$ cat src/rtl/wb_mem_router.sv
// Routes a single Wishbone CPU bus onto ROM, RAM, peripheral channels and a status register.
// One transaction is in flight at a time; peripheral accesses are bounded by an ack timeout.
//
// state    | meaning
// IDLE     | waiting for a request, stall low
// MEM      | ROM/RAM strobe on the memory port
// MEM_DATA | capture memory read data
// P_REQ    | peripheral cyc/stb raised, waiting for the channel to accept
// P_WAIT   | stb accepted, cyc held until ack or timeout
// RESP     | single-cycle ack to the CPU
module wb_mem_router #(
  parameter int                        CPU_DATA_WIDTH = 8,
  parameter int                        CPU_ADDR_WIDTH = 16,
  parameter int                        ROM_ADDR_WIDTH = 14,
  parameter int                        RAM_ADDR_WIDTH = 15,
  parameter logic [CPU_ADDR_WIDTH-1:0] ROM_ADDR_LIMIT = 16'h4000,
  parameter logic [CPU_ADDR_WIDTH-1:0] RAM_ADDR_LIMIT = 16'hA000,
  parameter logic [CPU_ADDR_WIDTH-1:0] PERIPH_BASE    = 16'hA000,
  parameter int                        NUM_PERIPH     = 4,
  parameter logic [7:0]                TIMEOUT_CYCLES = 8'd64
) (
  input  logic                               i_clk,
  input  logic                               i_reset_n,
  input  logic                               i_wb_cyc,
  input  logic                               i_wb_stb,
  input  logic                               i_wb_we,
  input  logic [CPU_ADDR_WIDTH-1:0]          i_wb_addr,
  input  logic [CPU_DATA_WIDTH-1:0]          i_wb_data,
  output logic                               o_wb_ack,
  output logic                               o_wb_stall,
  output logic [CPU_DATA_WIDTH-1:0]          o_wb_data,
  output logic [ROM_ADDR_WIDTH-1:0]          o_rom_addr,
  output logic                               o_rom_stb,
  input  logic [CPU_DATA_WIDTH-1:0]          i_rom_data,
  output logic [RAM_ADDR_WIDTH-1:0]          o_ram_addr,
  output logic                               o_ram_stb,
  output logic                               o_ram_wr,
  output logic [CPU_DATA_WIDTH-1:0]          o_ram_data,
  input  logic [CPU_DATA_WIDTH-1:0]          i_ram_data,
  output logic [NUM_PERIPH-1:0]              o_p_cyc,
  output logic [NUM_PERIPH-1:0]              o_p_stb,
  output logic                               o_p_we,
  output logic [CPU_DATA_WIDTH-1:0]          o_p_data,
  input  logic [NUM_PERIPH*CPU_DATA_WIDTH-1:0] i_p_data,
  input  logic [NUM_PERIPH-1:0]              i_p_ack,
  input  logic [NUM_PERIPH-1:0]              i_p_stall
);

  typedef enum logic [2:0] {
    S_IDLE, S_MEM, S_MEM_DATA, S_P_REQ, S_P_WAIT, S_RESP
  } state_e;

  typedef enum logic [2:0] {
    T_ROM, T_RAM, T_PERIPH, T_STATUS, T_UNMAPPED
  } target_e;

  state_e                    state;
  target_e                   tgt;
  logic [CPU_ADDR_WIDTH-1:0] p_off;
  logic [NUM_PERIPH-1:0]     p_sel;
  logic                      accept, in_p, p_ack, p_stall, tmo_hit;
  logic [CPU_DATA_WIDTH-1:0] p_rdata;
  logic [7:0]                tmo_cnt;
  logic [2:0]                status, st_set, st_clr;
  logic                      req_we, req_rom;

  always_comb begin
    p_off = i_wb_addr - PERIPH_BASE;
    p_sel = NUM_PERIPH'(1) << p_off;
    if (i_wb_addr < ROM_ADDR_LIMIT) tgt = T_ROM;
    else if (i_wb_addr < RAM_ADDR_LIMIT) tgt = T_RAM;
    else if (i_wb_addr >= PERIPH_BASE && p_off < CPU_ADDR_WIDTH'(NUM_PERIPH)) tgt = T_PERIPH;
    else if (i_wb_addr >= PERIPH_BASE && p_off == CPU_ADDR_WIDTH'(NUM_PERIPH)) tgt = T_STATUS;
    else tgt = T_UNMAPPED;
  end

  // o_p_cyc only ever has the addressed bit set, so it doubles as the channel select
  always_comb begin
    p_ack   = |(i_p_ack & o_p_cyc);
    p_stall = |(i_p_stall & o_p_stb);
    p_rdata = '0;
    for (int i = 0; i < NUM_PERIPH; i++)
      if (o_p_cyc[i]) p_rdata = i_p_data[i*CPU_DATA_WIDTH +: CPU_DATA_WIDTH];
  end

  assign accept  = (state == S_IDLE) && i_wb_cyc && i_wb_stb;
  assign in_p    = (state == S_P_REQ) || (state == S_P_WAIT);
  // the count reaches TIMEOUT_CYCLES on this edge, so cyc is high for exactly TIMEOUT_CYCLES cycles
  assign tmo_hit = in_p && i_wb_cyc && !p_ack && (tmo_cnt == TIMEOUT_CYCLES - 8'd1);

  always_comb begin
    st_set = '0;
    st_clr = '0;
    if (accept) begin
      case (tgt)
        T_ROM:      st_set[1] = i_wb_we;
        T_STATUS:   if (i_wb_we) st_clr = i_wb_data[2:0];
        T_UNMAPPED: st_set[2] = 1'b1;
        default:    ;
      endcase
    end
    if (tmo_hit) st_set[0] = 1'b1;
  end

  always_ff @(posedge i_clk) begin
    if (!i_reset_n) begin
      state      <= S_IDLE;
      o_wb_ack   <= 1'b0;
      o_wb_stall <= 1'b0;
      o_wb_data  <= '0;
      o_rom_addr <= '0;
      o_rom_stb  <= 1'b0;
      o_ram_addr <= '0;
      o_ram_stb  <= 1'b0;
      o_ram_wr   <= 1'b0;
      o_ram_data <= '0;
      o_p_cyc    <= '0;
      o_p_stb    <= '0;
      o_p_we     <= 1'b0;
      o_p_data   <= '0;
      status     <= '0;
      tmo_cnt    <= '0;
      req_we     <= 1'b0;
      req_rom    <= 1'b0;
    end else begin
      o_wb_ack  <= 1'b0;
      o_rom_stb <= 1'b0;
      o_ram_stb <= 1'b0;
      o_ram_wr  <= 1'b0;
      status    <= (status & ~st_clr) | st_set;
      if (state != S_IDLE && !i_wb_cyc) begin
        state      <= S_IDLE;
        o_wb_stall <= 1'b0;
        o_p_cyc    <= '0;
        o_p_stb    <= '0;
      end else begin
        case (state)
          S_IDLE: if (accept) begin
            o_wb_stall <= 1'b1;
            req_we     <= i_wb_we;
            req_rom    <= (tgt == T_ROM);
            case (tgt)
              T_ROM: begin
                o_rom_addr <= i_wb_addr[ROM_ADDR_WIDTH-1:0];
                if (i_wb_we) begin
                  o_wb_ack <= 1'b1;
                  state    <= S_RESP;
                end else begin
                  o_rom_stb <= 1'b1;
                  state     <= S_MEM;
                end
              end
              T_RAM: begin
                o_ram_addr <= RAM_ADDR_WIDTH'(i_wb_addr - ROM_ADDR_LIMIT);
                o_ram_stb  <= 1'b1;
                o_ram_wr   <= i_wb_we;
                o_ram_data <= i_wb_data;
                state      <= S_MEM;
              end
              T_PERIPH: begin
                o_p_cyc  <= p_sel;
                o_p_stb  <= p_sel;
                o_p_we   <= i_wb_we;
                o_p_data <= i_wb_data;
                tmo_cnt  <= '0;
                state    <= S_P_REQ;
              end
              T_STATUS: begin
                if (!i_wb_we) o_wb_data <= CPU_DATA_WIDTH'(status);
                o_wb_ack <= 1'b1;
                state    <= S_RESP;
              end
              default: begin
                if (!i_wb_we) o_wb_data <= '1;
                o_wb_ack <= 1'b1;
                state    <= S_RESP;
              end
            endcase
          end
          S_MEM: begin
            if (req_we) begin
              o_wb_ack <= 1'b1;
              state    <= S_RESP;
            end else begin
              state <= S_MEM_DATA;
            end
          end
          S_MEM_DATA: begin
            o_wb_data <= req_rom ? i_rom_data : i_ram_data;
            o_wb_ack  <= 1'b1;
            state     <= S_RESP;
          end
          S_P_REQ, S_P_WAIT: begin
            if (p_ack) begin
              o_wb_data <= p_rdata;
              o_p_cyc   <= '0;
              o_p_stb   <= '0;
              o_wb_ack  <= 1'b1;
              state     <= S_RESP;
            end else if (tmo_hit) begin
              tmo_cnt   <= TIMEOUT_CYCLES;
              o_wb_data <= '1;
              o_p_cyc   <= '0;
              o_p_stb   <= '0;
              o_wb_ack  <= 1'b1;
              state     <= S_RESP;
            end else begin
              tmo_cnt <= tmo_cnt + 8'd1;
              if (state == S_P_REQ && !p_stall) begin
                o_p_stb <= '0;
                state   <= S_P_WAIT;
              end
            end
          end
          S_RESP: begin
            o_wb_stall <= 1'b0;
            state      <= S_IDLE;
          end
          default: state <= S_IDLE;
        endcase
      end
    end
  end

endmodule
$ cat config.mk
export PLATFORM = sky130hd
export DESIGN_NAME = wb_mem_router
export DESIGN_NICKNAME = d
export VERILOG_FILES = /design/src/rtl/wb_mem_router.sv
export SDC_FILE = /design/constraint.sdc
export NUM_CORES = 1
export LEC_CHECK = 0
export CAP_MARGIN = 20
export CORE_ASPECT_RATIO = 0.9
export CORE_UTILIZATION = 49
export DETAILED_ROUTE_END_ITERATION = 10
export MAX_ROUTING_LAYER = met4
export PLACE_DENSITY = 0.88
export SYNTH_ARGS = -nofsm -noshare
export SYNTH_HDL_FRONTEND = slang
export SYNTH_SLANG_ARGS = --single-unit
export TNS_END_PERCENT = 5
$ cat constraint.sdc
create_clock -name i_clk -period 8 [get_ports i_clk]
set_input_delay 2 -clock i_clk [delete_from_list [all_inputs] [get_ports i_clk]]
set_output_delay 2 -clock i_clk [all_outputs]
set_load 0.02 [all_outputs]
# After elaboration in Yosys (flattened, before gate mapping)

Index checks and enable logic that the tools add are counted.

Memory bits (read-only): 0
Output and inout bits: 67
Bits in writable memories: 0
Bits of input ports: 85
Memories: 0
Logic and storage cells: 148
Register bits: 83
Bits in latches: 0

Divide/modulo/power cells: 0
Reductions and logical operators: 38
Bitwise operators: 11
$mul: 0
Add/subtract/negate cells: 3
Mux-type cells: 55
Magnitude comparators: 4
Equal/unequal tests: 18
Shift-type cells: 1

Operators with widths:

| operator                                                     | count |
|---|---|
| 2-to-1 mux 8 bit                                             | 14 |
| 2-to-1 mux 3 bit                                             | 13 |
| case mux 8 bit (2 select lines)                              | 2 |
| 2-to-1 mux 4 bit                                             | 7 |
| case mux 8 bit (3 select lines)                              | 1 |
| AND reduction 4 bit                                          | 5 |
| == test 16 x 3 -> 1 bit, second input constant               | 1 |
| greater-or-equal comparator 16 bit, second input constant    | 1 |
| less-than comparator 16 x 15 -> 1 bit, second input constant | 1 |
| less-than comparator 16 bit, second input constant           | 1 |
| less-than comparator 16 x 3 -> 1 bit, second input constant  | 1 |
| case mux 4 bit (2 select lines)                              | 2 |
| left shift 1 x 16 -> 4 bit, first input constant             | 1 |
| subtractor 16 bit, second input constant                     | 1 |
| subtractor 15 bit, second input constant                     | 1 |
| == test 3 x 2 -> 1 bit, second input constant                | 4 |
| case mux 3 bit (4 select lines)                              | 1 |
| OR reduction 4 bit                                           | 3 |
| 2-to-1 mux 1 bit                                             | 10 |
| OR reduction 5 bit                                           | 2 |
| == test 3 bit, second input constant                         | 3 |
| logical AND 1 bit                                            | 9 |
| case mux 3 bit (3 select lines)                              | 1 |
| adder 8 x 1 -> 8 bit, second input constant                  | 1 |
| 25 further kinds                                             | 44 |

# Logic depth before layout (Yosys ltp)

Word-level depth: 13
Depth in mapped cells: 10
Gate-level depth less buffers: 8

# Worst setup path after synthesis

Ideal clock, no wire load.

Path kind: input-to-reg
Start: input i_wb_addr[14]
End: register tmo_cnt[1]
Library setup time: 0.070 ns
Data required time: 7.930 ns
Arrival: 4.089 ns
Cell stages on the path: 9
Path buffers: 1
Slack: 3.841 ns
Path through: clkbuf_1 -> inv_1 -> ha_1 -> and4bb_1 -> nand4_2 -> o41ai_2 -> nand3_2 -> or3b_1 -> a21boi_1

Cells in the longest elaborated chain, start to end: 10
Elaborated cells on any way between the ends: 15
Classes of those cells: add/sub (1); order compare (4); eq/ne (3); mux (4); reduce/logical (3)

RTL lines:

| what                                                      | RTL line | RTL |
|---|---|---|
| start, declared                                           | 27       | `input logic [CPU_ADDR_WIDTH-1:0] i_wb_addr,` |
| branches (longest 6 deep; another with subtractor 16 bit) | n/a      |  |
| 2-to-1 mux 3 bit *                                        | 70       | `if (i_wb_addr < ROM_ADDR_LIMIT) tgt = T_ROM;` |
| == test 3 x 2 -> 1 bit *                                  | 142      | `case (tgt)` |
| != test 2 x 1 -> 1 bit (no line) *                        | n/a      |  |
| AND reduction 5 bit (no line) *                           | n/a      |  |
| end signal, assigned                                      | 208      | `tmo_cnt <= tmo_cnt + 8'd1;` |
| end, declared                                             | 63       | `logic [7:0] tmo_cnt;` |

Mark *: on every way between the ends.
A chain may end at the register's enable or synchronous reset.

# Worst setup path in the final report

Ends and elaborated chain as after synthesis.

==> impl_metrics.yaml <==
timing:
  slew_viol_final: 0
  tns_ps: 0
  rsz0062_at_grt: "false"
  worstMarginPinSlew_ps: 952
  max_freq_ghz: 0.221
  post-route-period-util_pct: 56.6
  min_period_ps: 4520
  finClkSkew_ps: 13.0
  worst_slack_ps: 3480
  setup_viol_count_final: 0
  hold_ws_ps: 456
  hold_viol_final: 0
  slew_headroom_pct: 36.2
setup_path:
  critPathMaxFanout: 10
  crit_type: "primary input to register"
  required_ps: 8300
  crit_buf_inv: 2
  startpoint_type: "primary input"
  critPathTopFamily: "simple AND/OR/NAND/NOR gates"
  end_kind: "register"
  critPathSlowestCell: "clkdlybuf4s50_1"
  critPathMaxStageDelay_ps: 710
  crit_arrival_ps: 4820
  crit_chain: "clkdlybuf4s50_1, inv_1, ha_1, and4bb_1, nand4_2, o41ai_2, nand3_2, or3b_1, a21boi_1"
global_routing:
  grt_pass1_wl_mm: 20.6
  grt_overflow_total: 0
  grt_pass1_vias: 4246
  grt_max_degree: 78
  antenna_found_initial: 0
  grt_usage_pct: 29.7
placed_design:
  pre_cts_slack_ps: 3160
  dp_hpwl_mm: 9.21
  io_buffers: 151
  gp_congestion: 0.925
  place_area_um2: 5690
run:
  drv_cap: 0
finish:
  multi_input_area_um2: 2340
  syn2layout_area_growth_pct: 40.1
  num_antenna_cells: 0
  seq_area_um2: 1660
  nNetsFinal: 717
  n_fill_cell: 644
  final_cell_mix: "clkdlybuf4s50_1 (150), nand2_1 (108), dfxtp_1 (83)"
  final_common_cell: "clkdlybuf4s50_1"
  design_area_um2: 5870
  drive_above_1_share_pct: 5.85
yosys:
  synth_nets: 590
  syn_area_um2: 4190
  synth_seq_cells: 83
  yosysUniqueCellTypes: 64
  postSynthCellCount: 502
  synthArstFlopShare_pct: 0
  ys.flop_type: "dfxtp_1"
  synth_area_per_cell_um2: 8.34
  synth_seq_area_share_pct: 39.7
  yosysWarnings: 0
  synth_edf_count: 0
power_and_ir_drop:
  switching_power_mw: 0.252
  pwr-share-seq_pct: 49.9
  leakagePower_nw: 2.05
  p_int_mw: 0.619
  peakVddDrop_v: 0.000106
  pwr_density_cell_nw_per_um2: 148
  power_mw: 0.871
  p_clk_share_pct: 32.4
  power.share.switching_pct: 28.9
  p_comb_share_pct: 17.7
die:
  num_rows: 31
  dieHeight_um: 89.7
  dieArea_um2: 8920
  start_util_pct: 51.2
  ioPinCount: 152
  chipWidth_um: 99.4
  coreArea_um2: 8180
cts:
  clkTransAtPathRegs_ps: 100
  post_cts_resized: 0
  cts_root_buffer: "clkbuf_8"
  htreeDepth: 3
  holdBufCountCts: 0
  cts_tree: "yes"
  clkSinkCount: 83
  worstSkewPairLatency_ps: 370
  cts_made_buffers: 9
  clockBufferDepth: 2
  cts_setup_buffers: 0
route:
  drc: 0
  routedWlPerCell_um: 16.8
  viasPerCell: 5.63
  antenna_left: 0
  drt_iter0_drc: 305
  num_vias: 4212
  drt_wl_total_mm: 12.5
  drt-pass1-iter-count: 5
hold_path:
  hp-class: "register to register"
status:
  run_status: "finished, final reports clean"
synth_stat cells (all sizes together), types with 4 or more instances:
cell type / instances / area (um2)
a221oi: 9 / 78.8
nor3: 9 / 55.1
o311ai: 5 / 43.8
nand2b: 4 / 25.0
dfxtp: 83 / 1660
and3: 8 / 50.1
a21boi: 42 / 315
nor2b: 21 / 131
nor2: 21 / 78.8
or3b: 4 / 35.0
nand3: 15 / 80.1
o2bb2ai: 4 / 35.0
clkbuf: 31 / 116
inv: 6 / 22.5
nand2: 108 / 405
o21ai: 27 / 135
nand3b: 6 / 45.0
buf: 6 / 50.0
mux2i: 21 / 210
a21oi: 16 / 98.8
layer usage:
metal / vias to the layer above / wire length, um / GRT usage (%)
li1: 2040 / - / -
met1: 1956 / 5330 / 36.9
met2: 186 / 6010 / 47.4
met3: 30 / 936 / 7.54
met4: 0 / 264 / 9.44
met5: - / 0 / -
registers in the layout, indices dropped and copies added, names as in the netlist, 4 cells and up:
register	count
o_p_cyc	4
o_p_data	8
o_p_stb	4
o_ram_addr	15
o_ram_data	8
o_rom_addr	14
o_wb_data	8
tmo_cnt	8
metrics by stage:
step	std cells	utilization, %
after CTS	748	71.7
after detailed placement	733	69.5
after global placement	733	69.5
after global routing	748	71.7
final	748	71.7
after floorplan	502	-
worst paths after layout:
| path | slack (ps) | endpoint | from | cells after the start |
|---|---|---|---|---|
| worst min-delay path | 460 | o_ram_addr[3] | o_ram_addr[3] | 2 |
| worst max register to register | 5240 | tmo_cnt[1] | state[1] | 6 |
| worst max-delay path | 3480 | tmo_cnt[1] | i_wb_addr[14] | 9 |
| worst min register to register | 460 | o_ram_addr[3] | o_ram_addr[3] | 2 |
power by group through the flow:
stage | Sequential (mW) | Clock, mW | Combinational (mW)
2_1_floorplan | 0.452 | 0 | 0.0642
3_3_place_gp | 0.444 | 0 | 0.149
3_5_place_dp | 0.444 | 0 | 0.152
4_1_cts | 0.435 | 0.285 | 0.153
5_1_grt | 0.437 | 0.296 | 0.165
6_report | 0.435 | 0.282 | 0.154
kinds of logic after synthesis:
kind of cell | synth area share (%)
AO/OA/AOI/OAI | 23.9
AND/OR/NAND/NOR | 25.8
multiplexers | 5.02
adder cells (fa/ha/maj) | 0.896
buffers and inverters | 4.51
XOR/XNOR | 0.209
flip-flops | 39.7
tightest hold or removal path: stages (launching register included):
cell	delay, ps
dfxtp_1	320
nand2_1	50
a21boi_1	50
cell type report:
type / instances / area share (%)
multi-input cells: 376 / 39.9
flip-flops and latches: 83 / 28.3
repair buffers: 153 / 25.9
well taps: 115 / 2.45
clock buffers: 9 / 2.11
clock inverters: 6 / 0.853
inverters: 6 / 0.384
(Power assumes the default switching activity.)
==> patch 1 (same flow settings) <==
The parameter `ROM_ADDR_WIDTH` goes from 14 to 13.
--- a/src/rtl/wb_mem_router.sv
+++ b/src/rtl/wb_mem_router.sv
@@ -11,7 +11,7 @@
 module wb_mem_router #(
   parameter int                        CPU_DATA_WIDTH = 8,
   parameter int                        CPU_ADDR_WIDTH = 16,
-  parameter int                        ROM_ADDR_WIDTH = 14,
+  parameter int                        ROM_ADDR_WIDTH = 13,
   parameter int                        RAM_ADDR_WIDTH = 15,
   parameter logic [CPU_ADDR_WIDTH-1:0] ROM_ADDR_LIMIT = 16'h4000,
   parameter logic [CPU_ADDR_WIDTH-1:0] RAM_ADDR_LIMIT = 16'hA000,
Ports: changed (resized o_rom_addr); port bits go from 152 to 151. No check against the original RTL was run, so the function may have changed too.
==> patch 1 against the unedited design <==
- power is 2.6% higher
- core utilization increased by 2.2 points
- synthesized area shrank 7.0%
- first-iteration DRC count is 23% higher
- sequential share of layout area up 0.83 points
- clock skew fell by 0.0073 ns
- routed wire length increased by 0.53%
- die area is 6.8% lower
- worst setup slack gained 0.033 ns
- register-to-register slack better by 0.24 ns
- sequential cell count fell by 1
- cell area is 4.0% lower
- critical path type unchanged
- largest power group unchanged
==> patch 1: results (changes against the unedited design) <==
- Routed length per instance: 17.4 um (+3.6%)
- Arr. time, crit path: 4.70 ns (-0.12 ns)
- PortBufs: 150 (-0.66%)
- Routability congestion estimate: 0.892 (-3.6%)
- Largest net degree at the start of global routing: 38 (-51%)
- Routed vias: 4,337 (+3.0%)
- Worst stage delay on the critical path: 0.64 ns (-0.07 ns)
- Largest fanout on the critical path: 8 (-2)
- Post-Place Cells: 710 (-3.1%)
- Tot GR Track Use: 0.316 (+0.0189)
- Synth cell types: 58 (-9.4%)
- Sw frac: 0.274 (-0.0156)
- Fraction of the yosys area taken by sequential cells: 0.421 (+0.0247)
- Vias/cell: 5.97 (+6.1%)
- DP HPWL: 9290 um (+0.89%)
- Mapped Nets: 578 (-2.0%)
- Most instantiated cells after synthesis: nand2_1 (125), dfxtp_1 (82), a21oi_1 (66)
- Clock skew: 0.00567 ns (-0.00729 ns)
- Slew HR: 0.381 (+0.0190)
- Syn avg cell area: 7.95 um2 (-4.7%)
- Root Buffer Master: clkbuf_8
- Layout cells sized above 1: 0.0540 (-0.00448)
- Status: completed
- Leak Pwr: 0.00194 uW (-5.2%)
- Top Registers: o_ram_addr: 15 flops, o_rom_addr: 13 flops
- Maximum VDD drop: 0.000106 V (about the same)
-- patch 1: cell count changes after synthesis, moves of 10 or more --
cell,change
a21oi_1,+55
mux2i_1,-10
o21ai_1,-16
nand2_1,+17
o22ai_1,+12
a21boi_1,-41
nor2b_1,-18
-- patch 1: power groups by stage --
stage / Sequential (uW) / Combinational, uW / Clock (uW)
final: 429 / 149 / 315
after detailed placement: 438 / 147 / 0
after CTS: 429 / 148 / 316
after global routing: 431 / 160 / 336
after floorplan: 446 / 57.2 / 0
after global placement: 438 / 145 / 0
-- patch 1: metrics by stage --
stage / utilization / area (um2)
after floorplan: - / 3890
after global placement: 0.711 / 5420
after detailed placement: 0.711 / 5420
after CTS: 0.739 / 5630
after global routing: 0.739 / 5630
final: 0.739 / 5630
-- patch 1: cell type report --
type	count	area, um2
Multi-Input combinational cell	370	2100
Inverter	9	33.8
Timing Repair Buffer	153	1520
Clock buffer	10	138
Tap cell	96	120
Sequential cell	82	1640
Fill cell	575	1990
Clock inverter	6	72.6
-- patch 1: logic make-up after synthesis --
family	after synthesis	share of synthesized area
and+or+nand+nor	207	0.251
DFF	82	0.421
adders and majority gates	3	0.00964
xor gates and xnor gates	1	0.00225
AOI/OAI and AO/OA	148	0.248
buffers and inverters	38	0.0392
muxes	11	0.0283
-- patch 1: worst paths after layout --
path | endpoint | from | depth (start not counted) | slack, ns
worst max-delay path | o_wb_data[1] | i_wb_addr[14] | 8 | 3.51
worst min register to register | o_p_data[1] | o_p_data[1] | 2 | 0.46
worst max register to register | tmo_cnt[4] | state[2] | 5 | 5.48
worst min-delay path | o_p_data[1] | o_p_data[1] | 2 | 0.46
-- patch 1: critical path: cells and delay by family --
kind / cells / cell delay (ns)
adders and majority gates: 1 / 0.30
buffers and inverters: 2 / 0.75
AOI/OAI and AO/OA: 2 / 0.41
and+or+nand+nor: 3 / 1.24
-- patch 1: per-layer routing --
layer	vias to the layer above	part of all wire	routed length (um)	track usage
met5	-	0	0	-
met4	0	0.019	241	0.109
met3	23	0.097	1220	0.0877
met2	217	0.48	5990	0.502
met1	2056	0.41	5150	0.385
li1	2041	-	-	-
==> patch 2 (config.mk and constraints unchanged) <==
Without the edit above. Reset style: asynchronous (`i_reset_n`), changed in one clocked block.
--- a/src/rtl/wb_mem_router.sv
+++ b/src/rtl/wb_mem_router.sv
@@ -102,7 +102,7 @@
     if (tmo_hit) st_set[0] = 1'b1;
   end
 
-  always_ff @(posedge i_clk) begin
+  always_ff @(posedge i_clk or negedge i_reset_n) begin
     if (!i_reset_n) begin
       state      <= S_IDLE;
       o_wb_ack   <= 1'b0;
Behaviour: differs if i_reset_n is asserted again (counterexample within 4 cycles, from zero or initial values and one cycle with i_reset_n low); with i_reset_n held inactive, the same outputs for 4 cycles.
==> patch 2 against the unedited design <==
- cell area rose by 0.73%
- largest cell class is now flip-flops and latches
- worst setup slack lost 0.084 ns
- clock skew shrank 0.0022 ns
- routed wire length down 3.8%
- highest routed layer unchanged
- critical path type unchanged
- synthesized area decreased by 2.0%
- register-to-register slack better by 0.21 ns
- sequential cell count unchanged
Power is not compared: it rests on default switching activity, and its combinational part moved more than twofold at a synthesized area within 25%.
==> patch 2: results (changes against the unedited design) <==
- Status: completed
- Leak Pwr: 0.00245 uW
- Fraction of registers with async set/reset: 1.00 (+1.00)
- Vias/cell: 5.86 (+4.0%)
- Total setup buffers inserted after CTS: 0 (unchanged)
- Post-Place Cells: 619 (-16%)
- Hold crit path type: flip-flop to flip-flop
- Initial antenna violation count: 0 (unchanged)
- Maximum VDD drop: 0.000207 V
- Post-DRT Antenna Nets: 0 (unchanged)
- Root Buffer Master: clkbuf_8
- R2r setup slk: 5.45 ns (+0.21 ns)
- Clock skew: 0.0107 ns (-0.00222 ns)
- Syn avg cell area: 10.7 um2 (+28%)
- Tot GR Track Use: 0.283 (-0.0141)
- Global-route wire length before repair: 18,300 um (-11%)
- Worst-path clk slew: 0.08 ns (-0.02 ns)
- PortBufs: 151 (unchanged)
- Initial DRC Count: 283 (-7.2%)
- Clk Latency, worst-skew pair: 0.35 ns (-0.02 ns)
- Place WS: 3.11 ns (-0.0506 ns)
- Vias in the first global route: 3,656 (-14%)
- Slew HR: 0.360 (-0.00183)
- Top post-synthesis cells by area: dfrtp_1 (51%), mux2_2 (7.4%), mux2_1 (5.2%)
- Fraction of the yosys area taken by sequential cells: 0.506 (+0.109)
- CTS resizes: 0 (unchanged)
- Req. time, crit path: 8.23 ns (-0.07 ns)
- Synth warn: 0 (unchanged)
- Top Registers: o_ram_addr: 15 flops, o_rom_addr: 14 flops
- Mapped Nets: 473 (-20%)
- Layout cells sized above 1: 0.106 (+0.0477)
- H-tree depth: 3 (unchanged)
- Cts bufs inserted: 9 (unchanged)
- WL final: 12,100 um (-3.8%)
- Diode count: 0 (unchanged)
- Placement Cell Area: 0.00566 mm2 (-0.51%)
- Clk buf depth: 2 (unchanged)
- DP HPWL: 8950 um (-2.8%)
- Hold Crit Start: o_ram_data[7]
- Endpoints failing setup: 0 (unchanged)
- Most instantiated cells after synthesis: dfrtp_1 (83), nand2_1 (56), mux2_2 (27)
- Reg power frac: 0.367
- Largest fanout on the critical path: 9 (-1)
- Final cell count without fillers: 636 (-15%)
- Crit path from: i_wb_addr[14]
- Worst setup margin: 3.39 ns (-0.0836 ns)
- Largest net degree at the start of global routing: 84 (+7.7%)
- Routability congestion estimate: 0.860 (-7.0%)
- FF-to-FF Start: state[1]
- Drt pass-1 iters: 8 (+3)
- Internal power: 1150 uW
- Synth cell types: 54 (-16%)
patch 2: worst paths after layout:
check,end,depth (start not counted)
min in group asynchronous,o_wb_data[3],1
hold reg to reg,o_ram_data[7],2
max in group asynchronous,o_p_data[4],2
hold / removal,o_ram_data[7],2
setup reg to reg,o_p_data[5],5
setup / recovery,o_p_data[5],8
patch 2: power groups by stage:
stage               Clock (uW)  Sequential (uW)  Combinational (uW)
global route               344              684                 871
detailed placement           0              669                 810
global placement             0              660                 790
CTS                        330              663                 819
finish                     326              665                 821
floorplan                    0              783                 324
patch 2: layer usage:
layer | GRT usage | wire (um) | share of wire | vias up
met5 | - | 0 | 0 | -
li1 | - | - | - | 1717
met4 | 0.0706 | 180 | 0.015 | 0
met2 | 0.447 | 5920 | 0.49 | 157
met3 | 0.0948 | 908 | 0.075 | 24
met1 | 0.355 | 5050 | 0.42 | 1828
patch 2: area by class of cell:
cell class	instances	area (um2)
clock buffers	10	128
fillers	566	2160
repair buffers	154	1550
inverters	9	33.8
well taps	99	124
multi-input cells	275	1900
flip-flops and latches	83	2080
clock inverters	6	90.1
patch 2: worst max-delay path, cell delays in order:
cell and delay, ns:
clkdlybuf4s50_1 0.62, inv_1 0.11, ha_1 0.29, nor4bb_1 0.26
nand4_1 0.36, nor4_2 0.56, buf_4 0.28, mux2_1 0.34
patch 2: through the flow:
stage               hold slack, ns  total power [uW]
floorplan                    0.442              1110
global placement             0.461              1450
detailed placement           0.474              1480
CTS                          0.491              1810
global route                 0.514              1900
finish                       0.490              1810
patch 2: kinds of logic after synthesis:
family | after synthesis | share of synthesized area
compound gates | 105 | 0.175
buf+inv | 27 | 0.0302
simple gates | 119 | 0.149
mux | 47 | 0.129
xor+xnor | 1 | 0.00213
fa+ha+maj | 3 | 0.00914
flops | 83 | 0.506
